### config.mk
export PLATFORM = sky130hd
export DESIGN_NAME = pipe_shifter_flat
export DESIGN_NICKNAME = d
export VERILOG_FILES = /design/src/rtl/pipe_shifter_if.sv /design/src/rtl/pipe_shifter.sv /design/src/flat_wrapper.sv
export SDC_FILE = /design/constraint.sdc
export NUM_CORES = 1
export LEC_CHECK = 0
export CORE_MARGIN = 5
export CORE_UTILIZATION = 54
export CTS_CLUSTER_SIZE = 28
export DETAILED_ROUTE_END_ITERATION = 6
export PLACE_DENSITY = 0.77
export SLEW_MARGIN = 40
export SYNTH_ARGS = -nofsm -noshare
export SYNTH_HDL_FRONTEND = slang
export SYNTH_SLANG_ARGS = --single-unit
### constraint.sdc
create_clock -name clk -period 2.45 [get_ports clk]
set_input_delay 0.3675 -clock clk [delete_from_list [all_inputs] [get_ports clk]]
set_output_delay 0.3675 -clock clk [all_outputs]
set_load 0.05 [all_outputs]
### src/rtl/pipe_shifter_if.sv
// Operand/result handshake bundle for pipe_shifter: valid/ready in, valid/ready out.
// The master modport is the producer/consumer side; the slave modport is the shifter.
interface pipe_shifter_if #(
   parameter int WIDTH = 16,
   parameter int TAG_W = 4
);
   localparam int SHW = $clog2(WIDTH);

   logic             in_valid;
   logic             in_ready;
   logic [WIDTH-1:0] in_data;
   logic [SHW-1:0]   in_amt;
   logic [1:0]       in_op;
   logic [TAG_W-1:0] in_tag;

   logic             out_valid;
   logic             out_ready;
   logic [WIDTH-1:0] out_data;
   logic [TAG_W-1:0] out_tag;
   logic             out_zero;

   modport master (
      output in_valid, in_data, in_amt, in_op, in_tag, out_ready,
      input  in_ready, out_valid, out_data, out_tag, out_zero
   );

   modport slave (
      input  in_valid, in_data, in_amt, in_op, in_tag, out_ready,
      output in_ready, out_valid, out_data, out_tag, out_zero
   );
endinterface

### src/rtl/pipe_shifter.sv
// Pipelined log-barrel shifter (SLL/SRL/SRA, optional ROR) with valid/ready flow control.
// Define SHIFTER_ROR_EN to make op 2'b11 rotate right; otherwise op 2'b11 behaves as SRL.
module pipe_shifter #(
   parameter int WIDTH  = 16,
   parameter int STAGES = 2,
   parameter int TAG_W  = 4
) (
   input logic          clk,
   input logic          rst_n,
   pipe_shifter_if.slave bus
);
   localparam int SHW   = $clog2(WIDTH);
   localparam int BASE  = SHW / STAGES;
   localparam int EXTRA = SHW % STAGES;
   localparam logic [WIDTH-1:0] ONES = '1;

   typedef enum logic [1:0] {
      OP_SLL = 2'b00,
      OP_SRL = 2'b01,
      OP_SRA = 2'b10,
      OP_ROR = 2'b11
   } op_e;

   typedef struct packed {
      logic [WIDTH-1:0] data;
      logic [SHW-1:0]   amt;
      op_e              op;
      logic             sign;
      logic [TAG_W-1:0] tag;
   } slot_t;

   // Mux levels are dealt out in order; the first EXTRA stages take one more level.
   function automatic int level_lo(input int k);
      return k * BASE + ((k < EXTRA) ? k : EXTRA);
   endfunction

   function automatic int level_cnt(input int k);
      return BASE + ((k < EXTRA) ? 1 : 0);
   endfunction

   function automatic logic [WIDTH-1:0] shift_level(input logic [WIDTH-1:0] d,
                                                    input op_e op,
                                                    input logic sign,
                                                    input int s);
      logic [WIDTH-1:0] r;
      case (op)
         OP_SLL:  r = d << s;
         OP_SRA:  r = (d >> s) | ({WIDTH{sign}} & ~(ONES >> s));
`ifdef SHIFTER_ROR_EN
         OP_ROR:  r = (d >> s) | (d << (WIDTH - s));
`endif
         default: r = d >> s;
      endcase
      return r;
   endfunction

   slot_t             slot_q  [STAGES];
   slot_t             slot_in [STAGES];
   slot_t             slot_nx [STAGES];
   logic [STAGES-1:0] v_q;
   logic [STAGES-1:0] vin;
   logic [STAGES-1:0] adv;
   logic [STAGES-1:0] ld;
   logic              zero_q;

   // NOTE: every signal written in an always_comb gets a value before any condition,
   // otherwise a path that skips the assignment infers a latch.
   always_comb begin
      slot_in[0] = '{data: bus.in_data, amt: bus.in_amt, op: op_e'(bus.in_op),
                     sign: bus.in_data[WIDTH-1], tag: bus.in_tag};
      vin[0]     = bus.in_valid;
      for (int k = 1; k < STAGES; k++) begin
         slot_in[k] = slot_q[k-1];
         vin[k]     = v_q[k-1];
      end
      for (int k = 0; k < STAGES; k++) begin
         slot_nx[k] = slot_in[k];
         for (int i = 0; i < SHW; i++) begin
            if (i >= level_lo(k) && i < level_lo(k) + level_cnt(k) && slot_in[k].amt[i])
               slot_nx[k].data = shift_level(slot_nx[k].data, slot_in[k].op,
                                             slot_in[k].sign, 1 << i);
         end
      end
   end

   // A slot advances when its successor is empty or itself advancing; the last
   // slot advances on out_ready, so back-pressure ripples combinationally to in_ready.
   always_comb begin
      adv           = '0;
      adv[STAGES-1] = bus.out_ready;
      for (int k = STAGES - 2; k >= 0; k--)
         adv[k] = !v_q[k+1] || adv[k+1];
      ld = ~v_q | adv;
   end

   // NOTE: the slot payloads are reset too, because the last slot drives out_data
   // and out_tag directly and those must read zero while the pipe is in reset.
   always_ff @(posedge clk or negedge rst_n) begin
      if (!rst_n) begin
         v_q    <= '0;
         zero_q <= 1'b1;
         for (int k = 0; k < STAGES; k++)
            slot_q[k] <= '0;
      end else begin
         for (int k = 0; k < STAGES; k++) begin
            if (ld[k]) begin
               v_q[k] <= vin[k];
               if (vin[k])
                  slot_q[k] <= slot_nx[k];
            end
         end
         if (ld[STAGES-1] && vin[STAGES-1])
            zero_q <= (slot_nx[STAGES-1].data == '0);
      end
   end

   assign bus.in_ready  = ld[0];
   assign bus.out_valid = v_q[STAGES-1];
   assign bus.out_data  = slot_q[STAGES-1].data;
   assign bus.out_tag   = slot_q[STAGES-1].tag;
   assign bus.out_zero  = zero_q;
endmodule
### src/flat_wrapper.sv
// flat-port wrapper written by rule: the top's interface ports become plain ports
module pipe_shifter_flat 
#(
   parameter int WIDTH  = 16,
   parameter int STAGES = 2,
   parameter int TAG_W  = 4
)
  (clk, rst_n, bus_in_valid, bus_in_data, bus_in_amt, bus_in_op, bus_in_tag, bus_out_ready, bus_in_ready, bus_out_valid, bus_out_data, bus_out_tag, bus_out_zero);
  pipe_shifter_if #(.WIDTH(WIDTH), .TAG_W(TAG_W)) bus_i ();
  input logic clk;
  input logic rst_n;
  input wire logic [$bits(bus_i.in_valid)-1:0] bus_in_valid;
  input wire logic [$bits(bus_i.in_data)-1:0] bus_in_data;
  input wire logic [$bits(bus_i.in_amt)-1:0] bus_in_amt;
  input wire logic [$bits(bus_i.in_op)-1:0] bus_in_op;
  input wire logic [$bits(bus_i.in_tag)-1:0] bus_in_tag;
  input wire logic [$bits(bus_i.out_ready)-1:0] bus_out_ready;
  output wire logic [$bits(bus_i.in_ready)-1:0] bus_in_ready;
  output wire logic [$bits(bus_i.out_valid)-1:0] bus_out_valid;
  output wire logic [$bits(bus_i.out_data)-1:0] bus_out_data;
  output wire logic [$bits(bus_i.out_tag)-1:0] bus_out_tag;
  output wire logic [$bits(bus_i.out_zero)-1:0] bus_out_zero;
  assign bus_i.in_valid = bus_in_valid;
  assign bus_i.in_data = bus_in_data;
  assign bus_i.in_amt = bus_in_amt;
  assign bus_i.in_op = bus_in_op;
  assign bus_i.in_tag = bus_in_tag;
  assign bus_i.out_ready = bus_out_ready;
  assign bus_in_ready = bus_i.in_ready;
  assign bus_out_valid = bus_i.out_valid;
  assign bus_out_data = bus_i.out_data;
  assign bus_out_tag = bus_i.out_tag;
  assign bus_out_zero = bus_i.out_zero;
  pipe_shifter #(.WIDTH(WIDTH), .STAGES(STAGES), .TAG_W(TAG_W)) u_core (.clk(clk), .rst_n(rst_n), .bus(bus_i));
endmodule
==> impl_metrics.csv <==
group,metric,value,unit
worst_setup_path,crit_fanout,14,
route,drt-total-wl,7.97,mm
power,leakagePower,1.68,nW
worst_setup_path,required,2710,ps
timing,rsz0062_at_grt,"false",
worst_setup_path,crit_end,"u_core.bus.out_zero",
finish,fill_cells,521,
finish,regArea,1200,µm²
placed_design,gp_congestion,0.946,
route,ant_nets,0,
synthesis,yosys_warnings,0,
finish,antennaDiodeCount,0,
timing,final-max-slew-violation-count,0,
finish,multi_input_area,1900,µm²
finish,drive_gt1_share,13.8,%
timing,finalSetupViolCount,0,
worst_setup_path,crit_start,"u_core.slot_in[5]",
placed_design,portBuffers,52,
synthesis,ys_ff_latch,48,
grt,grt_max_degree,41,
die,die_w,87.9,µm
synthesis,yosysSeqAreaShare,36.7,%
finish,fin_util,67.8,%
worst_setup_path,critPathCaptureType,"register",
timing,clock.fmax,465,MHz
timing,whs,-5.26,ps
worst_setup_path,critPathMaxStageDelay,550,ps
synthesis,syn_inst,383,
run_status,violations,"negative hold slack",
worst_setup_path,start_kind,"register",
timing,worst_pin_slew,694,ps
route,drt_pass1_iterations,6,
synthesis,synth.cell_area,3270,µm²
die,core,5920,µm²
die,die_h,87.9,µm
worst_setup_path,regToRegStartpoint,"u_core.slot_in[5]",
cts,clock_path_buffers,2,
route,remaining_drc_errors,0,
worst_setup_path,critPathKind,"reg2reg",
route,drtIter0Drc,282,
timing,post-route-period-util,87.8,%
die,fp.dieArea,7720,µm²
synthesis,synth_top_flop_cell,"dfrtp_1",
timing,hold_violations,18,
finish,layout_commonest_cell,"nand2_1",
grt,grt_overflow_total,0,
die,initial_utilization,55.3,%
cts,cts.clk_slew.worst_paths,90,ps
timing,tns,0,ps
placed_design,place_hpwl,5.99,mm
worst_setup_path,r2r_end,"u_core.bus.out_zero",
timing,clock_skew,5.95,ps
run_status,outcome,"finished with violations",
cts,clk_latency,310,ps
timing,maxSlewHeadroom,53.6,%
cts,cts_root_buffer,"clkbuf_8",
grt,grt_pass1_wl,13.3,mm
finish,layout_common_cells,"nand2_1 (64), clkdlybuf4s50_1 (50), dfrtp_1 (46), o21ai_0 (38), nor2_1 (33)",
hold_path,hp-class,"in2async",
power,p_total,3.19,mW
worst_setup_path,crit_chain,"o21a_1 > a2111o_1 > a21oi_1 > nand4_1 > a211oi_1 > a32o_1",
synthesis,syn-num-nets,413,
cts,cts_made_buffers,5,
synthesis,synth_edf_count,0,
die,ios,53,
cts,cts_tree,"done",
worst_setup_path,cpMaxStageDelayCell,"dfrtp_1",
timing,finalCriticalPeriod,2150,ps
cts,htreeDepth,2,
finish,final_cells,504,
synthesis,postSynth.asyncResetShare,100,%
worst_setup_path,rr_worst_depth,6,
placed_design,placed_cells,496,
route,vias,3024,
grt,globalRouteTotalUtil,21.6,%
worst_setup_path,critPathArrivalTime,2410,ps
grt,antenna_found_initial,0,
power,power_density,795,nW/µm²
synthesis,synth_cell_type_count,55,
finish,fin_nets,458,
power,ir_drop,0.000474,V
route,post_drt_wl_per_cell,15.8,µm
cts,cts.sinks,48,
worst_setup_path,ff2ff_setup_slack,300,ps
route,via_per_inst,6.00,
synthesis,avgSynthCellArea,8.55,µm²
grt,grt_pass1_vias,2799,
finish,syn_to_final_growth,22.6,%
die,rows,28,
job,maxCapViolCount,0,
==> layer usage <==
metal / vias to the layer above / wire (µm) / global-route usage, %
li1: 1484 / - / -
met1: 1414 / 3480 / 28.8
met2: 113 / 3850 / 36.2
met3: 13 / 478 / 3.01
met4: 0 / 159 / 7.25
met5: - / 0 / 0
==> cells in the mapped netlist, types with 2 or more instances <==
cell	n	area (µm²)
nand3_1	4	20.0
o21ai_0	38	190
a31oi_1	8	50.1
a21boi_0	2	15.0
buf_2	11	55.1
buf_6	2	22.5
a311o_1	2	20.0
a21oi_1	22	110
a211oi_1	16	120
buf_4	2	15.0
nand3b_1	2	15.0
inv_1	2	7.51
nor2_1	33	124
mux4_2	2	45.0
mux2_2	20	225
o22ai_1	2	12.5
o211ai_1	2	15.0
a311oi_1	5	43.8
nor2b_1	4	25.0
o2bb2ai_1	2	17.5
dfrtp_1	47	1180
clkbuf_1	16	60.1
nor3_1	3	15.0
a221o_1	2	20.0
mux2i_1	23	230
a21o_1	9	67.6
nand2_1	64	240
nand2b_1	9	56.3
o22a_1	3	26.3
==> sequential cells by signal (all words and copies together) (netlist names) <==
| signal | cells |
|---|---|
| u_core.slot_in | 25 |
| u_core.bus.out_data | 16 |
| u_core.bus.out_tag | 4 |
| u_core.v_q | 2 |
| u_core.bus.out_zero | 1 |
==> critical path: cells and delay by family, from the launching register on <==
kind	cells	cell delay, ps
AOI/OAI and AO/OA	5	1420
DFF	1	550
and+or+nand+nor	1	120
==> per-stage QoR <==
stage,setup WS [ps],area [µm²]
after floorplan,131,3270
after global placement,204,3870
after detailed placement,115,3870
after CTS,197,4010
after global routing,100,4020
final,299,4020
==> cell type report <==
class | count | share of cell area (%)
tap | 75 | 2.34
clock inverter | 3 | 1.71
inverter | 3 | 0.374
clock buffer | 5 | 1.71
timing repair buffer | 70 | 16.5
multi-input combinational | 300 | 47.4
sequential | 48 | 30.0
==> power breakdown <==
group	internal [mW]	switching (mW)
combinational	0.546	0.824
clock	0.411	0.278
sequential	0.959	0.175
total	1.92	1.28
==> worst min path at each step <==
stage                     cells after the start  slack, ps                      to  start
final                                         1         -5      u_core.slot_in[20]  rst_n
after global routing                          1         30      u_core.slot_in[17]  rst_n
after CTS                                     1          2      u_core.slot_in[20]  rst_n
after detailed placement                      1        340           u_core.v_q[1]  rst_n
after global placement                        1        340           u_core.v_q[1]  rst_n
after floorplan                               0         70  u_core.bus.out_data[0]  rst_n
==> logic make-up (layout without fill, tap and decap cells) <==
kind of cell | Yosys count | count (layout) | share of synthesized area (%)
multiplexers | 45 | 45 | 15.3
buffers and inverters | 35 | 81 | 5.12
AND/OR/NAND/NOR | 128 | 128 | 17.2
flip-flops | 48 | 48 | 36.7
AO/OA/AOI/OAI | 127 | 127 | 25.7
==> what timing repair did <==
item,4_1_cts,5_1_grt
setup buffers,0,0
gates resized for setup,0,2
hold buffers,0,0
endpoints found under the setup margin,0,1
Note: power is estimated with default switching activity, not from simulation.
